[config.mk]
export PLATFORM = sky130hd
export DESIGN_NAME = mac_vert_column_scheduler
export DESIGN_NICKNAME = d
export VERILOG_FILES = /design/src/rtl/mac_vert_column_scheduler_pkg.sv /design/src/rtl/mac_vert_column_scheduler_col_counter.sv /design/src/rtl/mac_vert_column_scheduler.sv
export SDC_FILE = /design/constraint.sdc
export NUM_CORES = 1
export LEC_CHECK = 0
export BUFFER_PORTS_ARGS = -buffer_cell sky130_fd_sc_hd__buf_4
export CAP_MARGIN = 30
export CELL_PAD_IN_SITES_DETAIL_PLACEMENT = 1
export CELL_PAD_IN_SITES_GLOBAL_PLACEMENT = 2
export CORE_MARGIN = 2
export CORE_UTILIZATION = 23
export CTS_CLUSTER_SIZE = 20
export DETAILED_ROUTE_END_ITERATION = 16
export PLACE_DENSITY = 0.66
export SYNTH_ARGS = -nofsm -noshare
export SYNTH_HDL_FRONTEND = slang
export SYNTH_SLANG_ARGS = --single-unit
[constraint.sdc]
create_clock -name clk -period 1.3 [get_ports clk]
set_clock_uncertainty 0.05 [all_clocks]
set_input_delay 0.325 -clock clk [delete_from_list [all_inputs] [get_ports clk]]
set_output_delay 0.325 -clock clk [all_outputs]
set_load 0.01 [all_outputs]
[src/rtl/mac_vert_column_scheduler_pkg.sv]
// Shared state encoding and default sizing for the vertical bit-serial MAC column scheduler.
package bitsim_sched_pkg;

  typedef enum logic [1:0] {
    IDLE  = 2'd0,
    RUN   = 2'd1,
    DRAIN = 2'd2,
    DONE  = 2'd3
  } sched_state_t;

  localparam int DATA_WIDTH_DEF = 8;
  localparam int COL_W          = $clog2(DATA_WIDTH_DEF);
  localparam int PIPE_LAT_DEF   = 2;

endpackage

[src/rtl/mac_vert_column_scheduler_col_counter.sv]
// Column index counter for one job: cleared on job accept, advanced once per consumed descriptor.
module sched_col_counter
  import bitsim_sched_pkg::*;
#(
  parameter int DATA_WIDTH = DATA_WIDTH_DEF,
  parameter int COL_W      = $clog2(DATA_WIDTH)
) (
  input  logic             clk,
  input  logic             reset,
  input  logic             i_clear,
  input  logic             i_inc,
  output logic [COL_W-1:0] o_count,
  output logic             o_last
);

  localparam logic [COL_W-1:0] LAST_COL = COL_W'(DATA_WIDTH - 1);

  logic [COL_W-1:0] r_count;

  // Wrap explicitly on the last column so non-power-of-two widths stay in range.
  always_ff @(posedge clk) begin
    if (reset) begin
      r_count <= '0;
    end else if (i_clear) begin
      r_count <= '0;
    end else if (i_inc) begin
      if (r_count == LAST_COL) begin
        r_count <= '0;
      end else begin
        r_count <= r_count + 1'b1;
      end
    end else begin
      r_count <= r_count;
    end
  end

  assign o_count = r_count;
  assign o_last  = (r_count == LAST_COL);

endmodule

[src/rtl/mac_vert_column_scheduler.sv]
// Sequences a vertical bit-serial MAC through one dot-product job, one weight column per issue, LSB first.
// Optional build macro SKIP_ZERO_COL_EN: consume all-zero non-MSB columns without issuing them.
module mac_vert_column_scheduler
  import bitsim_sched_pkg::*;
#(
  parameter int DATA_WIDTH = DATA_WIDTH_DEF,
  parameter int COL_W      = $clog2(DATA_WIDTH),
  parameter int PIPE_LAT   = PIPE_LAT_DEF
) (
  input  logic             clk,
  input  logic             reset,
  input  logic             job_valid,
  output logic             job_ready,
  input  logic             job_pooling,
  input  logic             col_valid,
  output logic             col_ready,
  input  logic             col_zero,
  output logic             mac_en,
  output logic             mac_load_accum,
  output logic [COL_W-1:0] mac_column_idx,
  output logic             mac_is_msb,
  output logic             mac_is_pooling,
  output logic             res_valid,
  input  logic             res_ready,
  output logic             busy
);

  localparam int                 DRN_W      = (PIPE_LAT > 2) ? $clog2(PIPE_LAT) : 1;
  localparam logic [DRN_W-1:0]   DRAIN_LAST = DRN_W'(PIPE_LAT - 2);

  sched_state_t     r_state;
  sched_state_t     w_next;
  logic [COL_W-1:0] w_count;
  logic             w_last;
  logic [DRN_W-1:0] r_drain;
  logic             r_issued;
  logic             r_loaded;
  logic             r_pooling;
  logic             w_job_fire;
  logic             w_col_fire;
  logic             w_skip;
  logic             w_issue;

  assign w_job_fire = job_valid && (r_state == IDLE);
  assign w_col_fire = col_valid && (r_state == RUN);

`ifdef SKIP_ZERO_COL_EN
  assign w_skip = col_zero && !w_last;
`else
  assign w_skip = col_zero & 1'b0;
`endif

  assign w_issue = w_col_fire && !w_skip;

  sched_col_counter #(
    .DATA_WIDTH (DATA_WIDTH),
    .COL_W      (COL_W)
  ) u_col_counter (
    .clk     (clk),
    .reset   (reset),
    .i_clear (w_job_fire),
    .i_inc   (w_col_fire),
    .o_count (w_count),
    .o_last  (w_last)
  );

  // Next-state and handshake/MAC control decode.
  always_comb begin
    w_next         = r_state;
    job_ready      = 1'b0;
    col_ready      = 1'b0;
    mac_en         = 1'b0;
    mac_column_idx = '0;
    mac_is_msb     = 1'b0;
    res_valid      = 1'b0;
    busy           = 1'b1;
    case (r_state)
      IDLE: begin
        job_ready = 1'b1;
        busy      = 1'b0;
        if (w_job_fire) begin
          w_next = RUN;
        end else begin
          w_next = IDLE;
        end
      end
      RUN: begin
        col_ready      = 1'b1;
        mac_en         = w_issue;
        mac_column_idx = w_count;
        mac_is_msb     = w_last;
        if (w_col_fire && w_last) begin
          w_next = DRAIN;
        end else begin
          w_next = RUN;
        end
      end
      DRAIN: begin
        mac_en = 1'b1;
        if (r_drain == DRAIN_LAST) begin
          w_next = DONE;
        end else begin
          w_next = DRAIN;
        end
      end
      DONE: begin
        res_valid = 1'b1;
        if (res_ready) begin
          w_next = IDLE;
        end else begin
          w_next = DONE;
        end
      end
      default: begin
        w_next = IDLE;
      end
    endcase
  end

  // The accumulator stage first sees real data one advance after the first issued column.
  assign mac_load_accum = mac_en && r_issued && !r_loaded;
  assign mac_is_pooling = r_pooling;

  // State, drain count, load-alignment flags and the latched pooling mode.
  always_ff @(posedge clk) begin
    if (reset) begin
      r_state   <= IDLE;
      r_drain   <= '0;
      r_issued  <= 1'b0;
      r_loaded  <= 1'b0;
      r_pooling <= 1'b0;
    end else begin
      r_state <= w_next;
      if (r_state == DRAIN) begin
        r_drain <= r_drain + 1'b1;
      end else begin
        r_drain <= '0;
      end
      if (w_job_fire) begin
        r_issued <= 1'b0;
        r_loaded <= 1'b0;
      end else begin
        r_issued <= r_issued | mac_en;
        r_loaded <= r_loaded | mac_load_accum;
      end
      if (w_job_fire) begin
        r_pooling <= job_pooling;
      end else if (res_valid && res_ready) begin
        r_pooling <= 1'b0;
      end else begin
        r_pooling <= r_pooling;
      end
    end
  end

endmodule
==> impl_metrics.ini <==
[setup_path]
worst_path_most_repeated_cell = buf_4
cpMaxStageDelayCell = dfxtp_2
startpoint_type = register
path_delay_family = flip-flops
slowest_delay_ns = 0.33
critPathRequiredTime_ns = 0.93
critPathCaptureType = output port
crit_chain = buf_4 -> ha_4 -> a21oi_4 -> nor2b_2 -> buf_4
crit_fanout = 3
crit_buf_inv = 2
path_class = register to output port
cp.arrival_ns = 1.25

[run_status]
violations = setup timing
status = complete, but fails checks

[logic_synthesis]
ys_seq_area_share_pct = 35.82
syn_nets = 72
ys_types = 16
ys_warn_count = 0
ys_seq_elements = 9
syn-instance-count = 57
syn_area_um2 = 503.0
syn_avg_cell_area_um2 = 8.824

[clock_tree]
cts.sinks = 9
clock-root-buffer = clkbuf_4
ctsLongestPathBuffers = 2
cts_tree = done
clkTransAtPathRegs_ns = 0.06
cts-htree-levels = 1
cts_buffers = 3
insertion_delay_ns = 0.26

[floorplan]
core_area_um2 = 2022
num_io_pins = 18
rows = 16
die_w_um = 50.77
start_util_pct = 24.88
dieArea_um2 = 2577
die_h_um = 50.77

[final_layout]
regArea_um2 = 187.7
area_delta_synth_final_pct = 96.27
antenna_cells = 0
mostFrequentLayoutCell = buf_4
fin_nets = 107
fillerInstances = 232
final_util_pct = 48.82
mostFrequentLayoutCells = buf_4, ha_4, buf_6, dfxtp_1
finalInstanceArea_um2 = 987.2
multiInputGateArea_um2 = 478.0
final_layout_size_suffix_gt1_share_pct = 68.13

[sta]
rsz0062_at_grt = yes
finalSetupViolCount = 11
layout_min_cycle_time_ns = 1.625
finalCritPeriodShare_pct = 125.0
fin_ws_ns = -0.3254
whs_ns = 0.2118
max_freq_ghz = 0.6152
worst_slew_pin_slew_ns = 0.2908
relSlewSlack_pct = 80.61
final-hold-violation-count = 0
final-max-slew-violation-count = 0

[detailed_routing]
met1_length_um = 586
wl_met2_um = 792
postRouteAntennaNets = 0
drc = 0
drt_iter0_drc = 4
routed_wl_mm = 1.475
vias = 526
vias_per_cell = 4.458
met3_length_um = 95
wl_per_cell_um = 12.50
drt_pre_antenna_iters = 4
dr.max_layer_used = met3

[pwr]
p_per_area_nw_per_um2 = 717.3
p_leak_nw = 0.4014
irDropWorstVdd_v = 0.0004140

[placement]
post-place-ws_ns = -0.1537
hpwl_um = 988.6
placed_area_um2 = 728.2
port_buffers = 16
gp_congestion = 0.7431

[min_path]
hold_class = primary input to register

[grt]
grtUsageTotal_pct = 13.40
grt_antenna_before_repair = 0
grt_pass1_wl_mm = 2.525
grt_pass1_vias = 583
overflow = 0
grt_max_degree = 7

[job]
maxCapViolations = 0
==> Yosys cell counts (all sizes together) <==
| cell type | number | share of area (%) |
|---|---|---|
| a2111oi | 1 | 3.0 |
| a211oi | 2 | 3.0 |
| a21oi | 5 | 5.0 |
| and2 | 4 | 5.0 |
| dfxtp | 9 | 36 |
| ha | 8 | 20 |
| inv | 3 | 2.2 |
| mux2i | 1 | 2.0 |
| nand2 | 7 | 5.2 |
| nand2b | 1 | 1.2 |
| nand3 | 4 | 4.0 |
| nand4b | 1 | 1.7 |
| nor2 | 4 | 3.0 |
| nor2b | 4 | 5.0 |
| nor3 | 1 | 0.99 |
| o21a | 2 | 3.0 |
==> per-stage QoR <==
| stage | TNS (ns) | power [mW] | std cells |
|---|---|---|---|
| 2_1_floorplan | -0.005694 | 0.3572 | 57 |
| 3_3_place_gp | -0.5532 | 0.4207 | 107 |
| 3_5_place_dp | -0.5573 | 0.4212 | 107 |
| 4_1_cts | -2.362 | 0.7131 | 117 |
| 5_1_grt | -2.931 | 0.7564 | 118 |
| 6_report | -2.219 | 0.7081 | 118 |
==> power by group <==
part / switching (mW) / total [mW] / internal (mW)
logic: 0.0878 / 0.191 / 0.104
registers: 0.00923 / 0.293 / 0.284
clock network: 0.105 / 0.223 / 0.119
total: 0.202 / 0.708 / 0.506
==> state kept, by name (all words and copies together), names as in the netlist <==
signal                 flops
u_col_counter.o_count      3
mac_is_pooling             1
r_issued                   1
r_state                    2
r_drain                    1
r_loaded                   1
==> worst reg2reg max path, cell delays in order, from the launching register on <==
cell       delay (ns)
dfxtp_4          0.37
buf_4            0.15
ha_2             0.18
nor2b_4          0.13
a2111oi_4        0.30
a211oi_2         0.05
==> kinds of logic after synthesis <==
family | after synthesis | synth area share (%)
compound gates | 10 | 13.93
fa+ha+maj | 8 | 19.90
buf+inv | 3 | 2.239
flops | 9 | 35.82
mux | 1 | 1.990
simple gates | 26 | 26.12
==> layout make-up <==
class                      instances  area share (%)
clock buffer                       4           2.662
timing repair buffer              30           25.10
multi-input combinational         45           48.42
sequential                         9           19.01
inverter                           3           1.394
tap                               27           3.422
==> per-layer routing <==
layer  track usage (%)  vias up
li1                  -      265
met1             14.03      245
met2             24.34       16
met3             4.762        0
met4             4.955        0
met5                 0        -
==> final timing paths <==
path,from,depth (start not counted),end,slack [ns]
min reg2reg,mac_is_pooling,2,mac_is_pooling,0.43
max,r_state[1],5,mac_en,-0.33
min,reset,2,r_state[1],0.21
max reg2reg,r_state[0],5,r_state[0],-0.05
==> timing repair <==
action | in CTS | in global routing
setup endpoints to repair | 12 | 17
hold buffers | 0 | 0
resized for setup | 29 | 11
pin swaps | 7 | 4
setup buffers | 7 | 1
Power figures use the tool's default switching activity.
